[src/rtl/lfsr_stream_pkg.sv]
// lfsr_stream_pkg: LFSR mode selectors and default 16-bit polynomial/seed
package lfsr_stream_pkg;
    localparam int          MODE_FIBONACCI = 0;
    localparam int          MODE_GALOIS    = 1;
    localparam logic [15:0] DEFAULT_TAPS   = 16'h002D;
    localparam logic [15:0] DEFAULT_INIT   = 16'hACE1;
endpackage

[src/rtl/lfsr_stream_next.sv]
// lfsr_stream_next: combinational one-step LFSR successor (Fibonacci or Galois)
//   i_state/i_ent in -> o_next state, o_bit output bit (state[0])
module lfsr_stream_next
    import lfsr_stream_pkg::*;
#(
    parameter int               WIDTH = 16,
    parameter int               MODE  = MODE_FIBONACCI,
    parameter logic [WIDTH-1:0] TAPS  = WIDTH'(DEFAULT_TAPS)
) (
    input  logic [WIDTH-1:0] i_state,
    input  logic             i_ent,
    output logic [WIDTH-1:0] o_next,
    output logic             o_bit
);
    logic [WIDTH-1:0] w_mask;
    // The top tap is implied by the shifted-in bit in Galois form
    assign w_mask = {1'b0, TAPS[WIDTH-2:0]};
    assign o_bit  = i_state[0];
    assign o_next = (MODE == MODE_GALOIS)
        ? ({i_state[0] ^ i_ent, i_state[WIDTH-1:1]} ^ ({WIDTH{i_state[0]}} & w_mask))
        : {i_ent ^ (^(i_state & TAPS)), i_state[WIDTH-1:1]};
endmodule

[src/rtl/lfsr_stream.sv]
// lfsr_stream: LFSR bit generator packed into OUT_WIDTH-bit valid/ready words
//   seed_valid/seed_data load state, entropy_* perturb feedback, out_* stream,
//   state mirrors the LFSR, lockup pulses when an all-zero state is repaired
module lfsr_stream
    import lfsr_stream_pkg::*;
#(
    parameter int               WIDTH      = 16,
    parameter int               MODE       = MODE_FIBONACCI,
    parameter logic [WIDTH-1:0] TAPS       = WIDTH'(DEFAULT_TAPS),
    parameter logic [WIDTH-1:0] INIT_VALUE = WIDTH'(DEFAULT_INIT),
    parameter int               OUT_WIDTH  = 8
) (
    input  logic                 clk,
    input  logic                 rst,
    input  logic                 seed_valid,
    input  logic [WIDTH-1:0]     seed_data,
    input  logic                 entropy_valid,
    input  logic                 entropy_bit,
    output logic                 out_valid,
    input  logic                 out_ready,
    output logic [OUT_WIDTH-1:0] out_data,
    output logic [WIDTH-1:0]     state,
    output logic                 lockup
);
    localparam int CW = OUT_WIDTH > 1 ? $clog2(OUT_WIDTH) : 1;

    logic [WIDTH-1:0]     r_state;
    logic [OUT_WIDTH-1:0] r_acc;
    logic [CW-1:0]        r_cnt;
    logic [OUT_WIDTH-1:0] r_hold;
    logic                 r_valid;
    logic                 r_lockup;

    logic [WIDTH-1:0]     w_next;
    logic [OUT_WIDTH-1:0] w_acc;
    logic                 w_bit, w_read, w_last, w_stall, w_zero, w_step;

    lfsr_stream_next #(.WIDTH(WIDTH), .MODE(MODE), .TAPS(TAPS)) u_next (
        .i_state (r_state),
        .i_ent   (entropy_valid & entropy_bit),
        .o_next  (w_next),
        .o_bit   (w_bit)
    );

    assign w_read  = r_valid & out_ready;
    assign w_last  = r_cnt == CW'(OUT_WIDTH - 1);
    // Only the word-completing step needs the holding register, so only it can stall
    assign w_stall = w_last & r_valid & ~out_ready;
    assign w_zero  = r_state == '0;
    assign w_step  = ~w_zero & ~w_stall;
    // Shift right so the first-generated bit lands in bit 0 after OUT_WIDTH steps
    assign w_acc   = (r_acc >> 1) | (OUT_WIDTH'(w_bit) << (OUT_WIDTH - 1));

    always_ff @(posedge clk) begin
        if (rst) begin
            r_state  <= INIT_VALUE;
            r_acc    <= '0;
            r_cnt    <= '0;
            r_hold   <= '0;
            r_valid  <= 1'b0;
            r_lockup <= 1'b0;
        end else begin
            r_lockup <= w_zero & ~seed_valid;
            if (seed_valid) begin
                r_state <= (seed_data == '0) ? INIT_VALUE : seed_data;
                r_acc   <= '0;
                r_cnt   <= '0;
                r_valid <= 1'b0;
            end else begin
                if (w_read) r_valid <= 1'b0;
                if (w_zero) begin
                    r_state <= INIT_VALUE;
                end else if (w_step) begin
                    r_state <= w_next;
                    r_acc   <= w_acc;
                    r_cnt   <= w_last ? '0 : r_cnt + CW'(1);
                    if (w_last) begin
                        r_hold  <= w_acc;
                        r_valid <= 1'b1;
                    end
                end
            end
        end
    end

    assign out_valid = r_valid;
    assign out_data  = r_hold;
    assign state     = r_state;
    assign lockup    = r_lockup;
endmodule

[config.mk]
export PLATFORM = sky130hd
export DESIGN_NAME = lfsr_stream
export DESIGN_NICKNAME = d
export VERILOG_FILES = /design/src/rtl/lfsr_stream_pkg.sv /design/src/rtl/lfsr_stream_next.sv /design/src/rtl/lfsr_stream.sv
export SDC_FILE = /design/constraint.sdc
export NUM_CORES = 1
export LEC_CHECK = 0
export CORE_MARGIN = 10
export CORE_UTILIZATION = 40
export DETAILED_ROUTE_END_ITERATION = 8
export HOLD_SLACK_MARGIN = 0.05
export MAX_ROUTING_LAYER = met4
export PLACE_DENSITY = 0.81
export SYNTH_ARGS = -nofsm -noshare
export SYNTH_HDL_FRONTEND = slang
export SYNTH_SLANG_ARGS = --single-unit
export TNS_END_PERCENT = 100
[constraint.sdc]
create_clock -name clk -period 1.85 [get_ports clk]
set_input_delay 0.185 -clock clk [delete_from_list [all_inputs] [get_ports clk]]
set_output_delay 0.185 -clock clk [all_outputs]
set_load 0.02 [all_outputs]
==> impl_metrics.tcl <==
set metrics [dict create \
    pwr_density_cell_nw_per_um2 686 \
    setup_viol 0 \
    routabilityCongestion 0.885 \
    path_class "flop to flop" \
    grt_use_total_pct 12.9 \
    period_needed_ns 1.77 \
    cp_max_fo 16 \
    power_frac_clock_pct 33.8 \
    ir_drop_v 0.000350 \
    port_buffers 47 \
    slew_headroom_pct 74.8 \
    synth_seq_area_share_pct 40.0 \
    fin_util_pct 56.6 \
    synth-edff-count 0 \
    clk_pin_slew_ns 0.08 \
    reg2reg_slack_ns 0.08 \
    combPwrFrac_pct 16.4 \
    core_area_um2 4350 \
    ys_ff_latch 36 \
    drc 0 \
    clock-sinks 36 \
    critPathRequiredTime_ns 2.03 \
    die_w_um 87.1 \
    clock_path_buffers 2 \
    grt_first_pass_wirelength_um 7710 \
    htree_levels 2 \
    routed_wirelength_um 4710 \
    grt_pass1_vias 1569 \
    cts_setup_buffers 0 \
    grt_max_degree 33 \
    seq_power_share_pct 49.8 \
    firstDrtPassIters 5 \
    hp-start "out_data[4]" \
    ctsRootBufferMaster "clkbuf_8" \
    syn-instance-count 184 \
    finalSetupTns_ns 0 \
    critPathCaptureType "flop" \
    ant_nets 0 \
    sw_frac_of_total_pct 27.8 \
    synth_warnings 0 \
    synthTopCellsByArea "dfxtp_1 (40%), mux2i_1 (9.5%), a221oi_2 (6.7%), nand2b_1 (6.6%), nand2_1 (3.5%)" \
    max_freq_ghz 0.565 \
    n_antenna_cell 0 \
    via_per_inst 5.29 \
    synth_nets 209 \
    vias 1529 \
    pin_count 48 \
    final_cell_mix "clkdlybuf4s50_1 (47), dfxtp_1 (34), nand2b_1 (19), nand2_1 (17), mux2i_1 (17)" \
    drt_iter0_drc 96 \
    crit_arrival_ns 1.95 \
    async_reset_ff_share_pct 0 \
    syn_area_um2 1800 \
    rows 24 \
    cts_tree "built" \
    hold_violations 0 \
    p_int_mw 1.22 \
    finalPower_mw 1.69 \
    post-synth-top-area-cell "dfxtp_1" \
    crit_path_start "state[2]" \
    clock_latency_ns 0.29 \
    status "completed" \
    syn_area_per_cell_um2 9.79 \
    finalWorstSetupSlack_ns 0.0807 \
    fin_crit_sh_pct 95.6 \
    drive_above_1_share_pct 15.6 \
    wl_per_cell_um 16.3 \
    cp-start-kind "flop" \
    hold_path.class "flop to flop" \
    p_sw_mw 0.470 \
    numCtsBuffers 5 \
    drv_cap 0 \
    ys.flop_type "dfxtp_1" \
    place_ws_ns 0.0723 \
    p_leak_nw 0.992 \
    worstReg2RegStart "state[2]" \
    grt-ovfl-total 0 \
    antenna_found_initial 0 \
    synth_top_area_share_pct 40.0 \
    dpl.hpwl_um 3480 \
    synth_cell_type_count 33 \
    final_common_cell "clkdlybuf4s50_1" \
    rsz0062_at_grt "yes" \
    synthToLayoutAreaGrowth_pct 36.8 \
    slew_violations 0 \
    start_util_pct 41.4 \
    nNetsFinal 261 \
    die_h_um 87.1 \
    die_area_um2 7580 \
    worst_slew_pin_slew_ns 0.376 \
    finalClockSkew_ns 0.0109 \
]
==> routing by layer <==
layer | global-route usage, % | up-vias | wire [um]
met1 | 15.5 | 698 | 2210
met5 | - | - | 0
met2 | 19.9 | 68 | 2050
met4 | 3.91 | 0 | 76
li1 | - | 754 | -
met3 | 4.40 | 9 | 375
==> worst max-delay path, stage by stage, from the launching register on <==
cell and delay (ns):
dfxtp_2 0.33, inv_1 0.09, ha_1 0.16, nor4b_4 0.31, a41oi_4 0.16, and2_4 0.25
a221o_1 0.36
==> power by group through the flow <==
stage	clock (mW)	sequential (mW)	combinational, mW
finish	0.571	0.841	0.278
global route	0.622	0.845	0.301
CTS	0.594	0.841	0.279
detailed placement	0	0.859	0.278
global placement	0	0.858	0.274
floorplan	0	0.881	0.119
==> per-stage QoR <==
stage / cell area [um2] / cells / hold slack [ns]
6_report: 2460 / 289 / 0.475
5_1_grt: 2460 / 289 / 0.496
4_1_cts: 2440 / 288 / 0.478
3_5_place_dp: 2350 / 280 / 0.461
3_3_place_gp: 2350 / 280 / 0.461
2_1_floorplan: 1800 / 184 / 0.331
==> kinds of logic after synthesis <==
kind of cell	Yosys count	share of synthesized area, %
multiplexers	17	9.45
AO/OA/AOI/OAI	37	19.1
adder cells (fa/ha/maj)	3	2.09
XOR/XNOR	2	1.74
AND/OR/NAND/NOR	61	20.5
flip-flops	36	40.0
buffers and inverters	28	7.09
==> registers in the layout, indices dropped and copies added (netlist names) <==
signal / flops
r_cnt: 3
out_valid: 1
lockup: 1
out_data: 8
r_acc: 7
state: 16
==> Yosys cell counts (all sizes together), types with 2 or more instances <==
| cell | n |
|---|---|
| a211o | 7 |
| dfxtp | 36 |
| clkbuf | 6 |
| ha | 3 |
| inv | 16 |
| nand2b | 19 |
| nand2 | 17 |
| nor4 | 6 |
| o21ai | 9 |
| mux2i | 17 |
| a21oi | 2 |
| a221oi | 8 |
| nor2 | 10 |
| a22oi | 7 |
| buf | 6 |
| a41oi | 3 |
==> timing repair <==
item | 4_1_cts | 5_1_grt
resized for setup | 0 | 5
endpoints found under the setup margin | 0 | 9
hold buffers | 0 | 0
==> worst paths after layout <==
| kind | endpoint | cells past startpoint |
|---|---|---|
| worst max register to register | state[15] | 6 |
| worst max-delay path | state[15] | 6 |
| worst min-delay path | out_data[4] | 2 |
| worst min register to register | out_data[4] | 2 |
==> layout make-up <==
cell class / instances / area (um2)
Fill cell: 373 / 1890
Multi-Input combinational cell: 120 / 960
Sequential cell: 36 / 723
Timing Repair Buffer: 57 / 562
Clock buffer: 5 / 68.8
Tap cell: 52 / 65.1
Inverter: 16 / 60.1
Clock inverter: 3 / 23.8
(Power assumes the default switching activity.)
